## config.mk

```make
export PLATFORM = sky130hd
export DESIGN_NAME = glob_regs_ckpt
export DESIGN_NICKNAME = d
export VERILOG_FILES = /design/src/rtl/glob_regs_ckpt.sv
export SDC_FILE = /design/constraint.sdc
export NUM_CORES = 1
export LEC_CHECK = 0
export ABC_AREA = 0
export ABC_CLOCK_PERIOD_IN_PS = 2700
export CORE_MARGIN = 2
export CORE_UTILIZATION = 35
export CTS_CLUSTER_SIZE = 10
export DETAILED_ROUTE_END_ITERATION = 12
export HOLD_SLACK_MARGIN = 0.05
export PLACE_DENSITY_LB_ADDON = 0.15
export SKIP_CTS_REPAIR_TIMING = 1
export SLEW_MARGIN = 20
export SYNTH_ARGS = -nofsm -noshare
export SYNTH_HDL_FRONTEND = slang
export SYNTH_SLANG_ARGS = --single-unit
```

## constraint.sdc

```tcl
create_clock -name clk_i -period 2.7 [get_ports clk_i]
set_input_delay 0.27 -clock clk_i [delete_from_list [all_inputs] [get_ports clk_i]]
set_output_delay 0.27 -clock clk_i [all_outputs]
set_load 0.05 [all_outputs]
```

## src/rtl/glob_regs_ckpt.sv

```systemverilog
// Global param/descriptor register file with a checkpoint stack for microcode rollback.
// Optional macro GLOB_REGS_DESC_PIPE_EN registers the decoded base/limit outputs.
module glob_regs_ckpt #(
    parameter int PARAM_CNT  = 5,
    parameter int DESC_CNT   = 2,
    parameter int CKPT_DEPTH = 2,
    localparam int LVL_W     = $clog2(CKPT_DEPTH + 1)
) (
    input  logic                    clk_i,
    input  logic                    rst_ni,
    input  logic [PARAM_CNT-1:0]    param_set_i,
    input  logic [32*PARAM_CNT-1:0] param_value_i,
    input  logic [DESC_CNT-1:0]     desc_set_i,
    input  logic [64*DESC_CNT-1:0]  desc_value_i,
    input  logic                    ckpt_push_i,
    input  logic                    ckpt_pop_i,
    input  logic                    ckpt_flush_i,
    output logic [32*PARAM_CNT-1:0] param_o,
    output logic [64*DESC_CNT-1:0]  desc_o,
    output logic [32*DESC_CNT-1:0]  desc_base_o,
    output logic [32*DESC_CNT-1:0]  desc_limit_o,
    output logic [LVL_W-1:0]        ckpt_level_o,
    output logic                    ckpt_full_o,
    output logic                    ckpt_empty_o,
    output logic                    ckpt_err_o
);

    typedef logic [PARAM_CNT-1:0][31:0] param_t;
    typedef logic [DESC_CNT-1:0][63:0]  desc_t;
    typedef logic [DESC_CNT-1:0][31:0]  word_t;

    param_t              param_q, param_d;
    desc_t               desc_q, desc_d;
    param_t              stk_param_q [CKPT_DEPTH];
    desc_t               stk_desc_q  [CKPT_DEPTH];
    logic [LVL_W-1:0]    level_q, level_d;
    logic                err_q, err_d;

    logic                cmd_pop, cmd_push, restore, push_ok;
    param_t              top_param;
    desc_t               top_desc;
    word_t               base_c, limit_c;

    function automatic logic [31:0] base_of(input logic [63:0] d);
        return {d[63:56], d[39:16]};
    endfunction

    // Granularity bit scales the 20-bit limit to 4 KiB pages.
    function automatic logic [31:0] limit_of(input logic [63:0] d);
        return d[55] ? {d[51:48], d[15:0], 12'hFFF} : {12'd0, d[51:48], d[15:0]};
    endfunction

    // Flush wins outright; push and pop together cancel each other.
    always_comb begin
        cmd_pop  = ckpt_pop_i  & ~ckpt_push_i & ~ckpt_flush_i;
        cmd_push = ckpt_push_i & ~ckpt_pop_i  & ~ckpt_flush_i;
        restore  = cmd_pop  && (level_q != '0);
        push_ok  = cmd_push && (level_q != LVL_W'(CKPT_DEPTH));
    end

    always_comb begin
        top_param = '0;
        top_desc  = '0;
        for (int e = 0; e < CKPT_DEPTH; e++) begin
            if (level_q == LVL_W'(e + 1)) begin
                top_param = stk_param_q[e];
                top_desc  = stk_desc_q[e];
            end
        end
    end

    always_comb begin
        param_d = param_q;
        desc_d  = desc_q;
        if (restore) begin
            param_d = top_param;
            desc_d  = top_desc;
        end else begin
            for (int i = 0; i < PARAM_CNT; i++) begin
                if (param_set_i[i]) param_d[i] = param_value_i[32*i +: 32];
            end
            for (int j = 0; j < DESC_CNT; j++) begin
                if (desc_set_i[j]) desc_d[j] = desc_value_i[64*j +: 64];
            end
        end

        level_d = level_q;
        if (ckpt_flush_i)  level_d = '0;
        else if (restore)  level_d = level_q - LVL_W'(1);
        else if (push_ok)  level_d = level_q + LVL_W'(1);

        err_d = (cmd_pop && (level_q == '0)) || (cmd_push && !push_ok);
    end

    // Snapshot captures pre-write registers, so a write in the push cycle is not saved.
    always_ff @(posedge clk_i or negedge rst_ni) begin
        if (!rst_ni) begin
            param_q <= '0;
            desc_q  <= '0;
            level_q <= '0;
            err_q   <= 1'b0;
            for (int e = 0; e < CKPT_DEPTH; e++) begin
                stk_param_q[e] <= '0;
                stk_desc_q[e]  <= '0;
            end
        end else begin
            param_q <= param_d;
            desc_q  <= desc_d;
            level_q <= level_d;
            err_q   <= err_d;
            for (int e = 0; e < CKPT_DEPTH; e++) begin
                if (push_ok && (level_q == LVL_W'(e))) begin
                    stk_param_q[e] <= param_q;
                    stk_desc_q[e]  <= desc_q;
                end
            end
        end
    end

    always_comb begin
        base_c  = '0;
        limit_c = '0;
        for (int j = 0; j < DESC_CNT; j++) begin
            base_c[j]  = base_of(desc_q[j]);
            limit_c[j] = limit_of(desc_q[j]);
        end
    end

`ifdef GLOB_REGS_DESC_PIPE_EN
    word_t base_q, limit_q;

    always_ff @(posedge clk_i or negedge rst_ni) begin
        if (!rst_ni) begin
            base_q  <= '0;
            limit_q <= '0;
        end else begin
            base_q  <= base_c;
            limit_q <= limit_c;
        end
    end

    assign desc_base_o  = base_q;
    assign desc_limit_o = limit_q;
`else
    assign desc_base_o  = base_c;
    assign desc_limit_o = limit_c;
`endif

    assign param_o      = param_q;
    assign desc_o       = desc_q;
    assign ckpt_level_o = level_q;
    assign ckpt_full_o  = (level_q == LVL_W'(CKPT_DEPTH));
    assign ckpt_empty_o = (level_q == '0);
    assign ckpt_err_o   = err_q;

endmodule

```

==> reports/results.ini <==
[setup_path]
crit_type = register to output pin
crit_arrival_ps = 2330
required_ps = 2430
end_kind = output pin
critPathLaunchType = register
crit_fanout = 34
rr_worst_depth = 7

[drt]
wire_per_inst_um = 23.43
totalWireLength_um = 111200
first_pass_iters = 5
vias_per_cell = 5.415
num_vias = 25690
ant_nets = 0
drt_iter0_drc = 1349
route.detailed.drc = 0

[flow_run]
drv_cap = 0

[clock_tree]
h-tree-depth = 3
clkSinkCount = 867
clockBufferDepth = 3
clk_latency_ps = 670
cts_root_buf = clkbuf_16
clk_pin_slew_ps = 50
cts_tree = yes
numCtsBuffers = 100

[grt]
grt_pass1_vias = 27180
grt_max_degree = 123
grtUsageTotal = 0.1979
antenna_found_initial = 13
grt_pass1_wl_um = 167300
overflow = 0

[min_path]
hold_path_class = primary input to asynchronous set/reset pin

[place]
dpl_worst_slack_ps = 199.6
place_congestion = 0.7716
port_buffers = 720
post-place-cells = 4606
dp_hpwl_um = 74270

[timing]
hold_viol = 0
rsz0062_at_grt = no
relSlewSlack = 0.4598
worst_pin_slew_ps = 810.2
fin_crit_sh = 0.9634
setup_violations = 0
fin_ws_ps = 98.94
fin_worst_skew_ps = 25.25
fin_crit_ps = 2601
fmax_ghz = 0.3845
drv_slew = 0

[power]
power.total_w = 0.04258
leakage_nw = 21.43
vdd_ir_drop_max_mv = 0.5048
powerDensity_mw_per_mm2 = 871.8

[finish]
most-common-layout-cells = 866 x dfrtp_1, 683 x clkdlybuf4s50_1, 473 x mux2_2
final_common_cell = dfrtp_1
instances_no_fill = 4745
drive_gt1_frac = 0.2187
synthToLayoutAreaGrowth_pct = 30.70
nets = 3621

[synthesis]
netlist_area_mm2 = 0.03737
synth.distinct_cells = 28
synth_fp_nets = 2994
avgSynthCellArea_um2 = 13.89
synth_seq_cells = 867
yosys_warnings = 0
syn_inst = 2691
yosysSeqAreaShare = 0.5805

[floorplan]
rows = 119
die-area_mm2 = 0.1094
chipWidth_um = 330.8
initial_core_util = 0.3540
pin_count = 721
core_area_mm2 = 0.1056
die_y_um = 330.8

[run_status]
status = finished clean

-- cell usage after synthesis --
master	n	area share
nor4b_4	1	0.00064
a21o_1	1	0.00020
nand2_1	1	0.00010
mux2i_1	288	0.077
nand3b_1	3	0.00060
mux2_2	473	0.14
nor3b_1	2	0.00040
nor2b_1	2	0.00033
nor3_1	1	0.00013
clkbuf_1	113	0.011
buf_1	9	0.00090
o21ai_0	1	0.00013
or4b_1	1	0.00027
buf_4	64	0.013
a21oi_1	289	0.039
inv_1	2	0.00020
ha_1	3	0.0010
a221oi_1	287	0.067
a211oi_1	1	0.00020
and2_1	24	0.0040
buf_2	81	0.011
mux2_1	119	0.036
buf_6	30	0.0090
nand2_2	2	0.00033
or2_2	24	0.0040
nor4b_1	1	0.00023
a31oi_1	1	0.00017
dfrtp_1	867	0.58
-- layer usage --
layer | routed length (um) | up-vias | track usage
li1 | - | 11310 | -
met1 | 45780 | 13470 | 0.2476
met2 | 56700 | 723 | 0.3411
met3 | 5447 | 172 | 0.03851
met4 | 3169 | 12 | 0.06787
met5 | 76 | - | 0
-- power breakdown --
part / switching (W) / total, W / leakage (nW) / internal [W]
Combinational: 0.00597 / 0.0109 / 9.62 / 0.00491
Sequential: 0.00264 / 0.0195 / 10.4 / 0.0169
Clock: 0.00510 / 0.0122 / 1.37 / 0.00708
-- cell families (layout without fill, tap and decap cells) --
| family | count (synthesis) | in the layout | share of synthesized area |
|---|---|---|---|
| multiplexers | 880 | 880 | 0.2555 |
| flip-flops | 867 | 867 | 0.5805 |
| AO/OA/AOI/OAI | 580 | 580 | 0.1067 |
| buffers and inverters | 299 | 955 | 0.04520 |
| AND/OR/NAND/NOR | 62 | 62 | 0.01108 |
| adder cells (fa/ha/maj) | 3 | 3 | 0.001004 |
| other | 0 | 7 | 0 |
-- registers in the layout (all words and copies together) (netlist names) --
register / count
desc_o: 64
param_o: 160
ckpt_level_o: 2
desc_base_o: 64
ckpt_err_o: 1
stk_desc_q: 256
stk_param_q: 320
-- path summary, 6_finish.rpt --
kind | start | end | slack [ps]
setup / recovery | desc_o[119] | desc_limit_o[35] | 100
hold / removal | rst_ni | param_o[13] | 130
setup reg to reg | ckpt_level_o[1] | param_o[118] | 300
hold reg to reg | stk_desc_q[156] | stk_desc_q[156] | 490
max in group asynchronous | rst_ni | stk_param_q[131] | 1520
min in group clk_i | param_set_i[2] | param_o[71] | 160
-- final cells by class --
cell class,count,area (um^2)
antenna,7,17.52
clock buffer,123,2650
clock inverter,8,158.9
fill,9346,56720
inverter,2,7.507
multi-input combinational,1525,14040
sequential,867,21700
tap,1391,1740
timing repair buffer,822,8537
-- worst max-delay path, cell delays in order, from the launching register on --
cell	delay, ps
dfrtp_1	400
buf_4	230
or2_2	330
clkdlybuf4s50_1	700
-- per-stage QoR --
stage	hold slack (ps)	cell area (um^2)	util	setup TNS (ps)
after CTS	-494.3	48750	0.4618	-3263
after detailed placement	261.7	45950	0.4352	0
after global routing	128.0	48840	0.4627	0
after floorplan	-25.59	37370	-	0
after global placement	256.7	45950	0.4352	0
final	126.6	48850	0.4627	0
(Power assumes the default switching activity.)
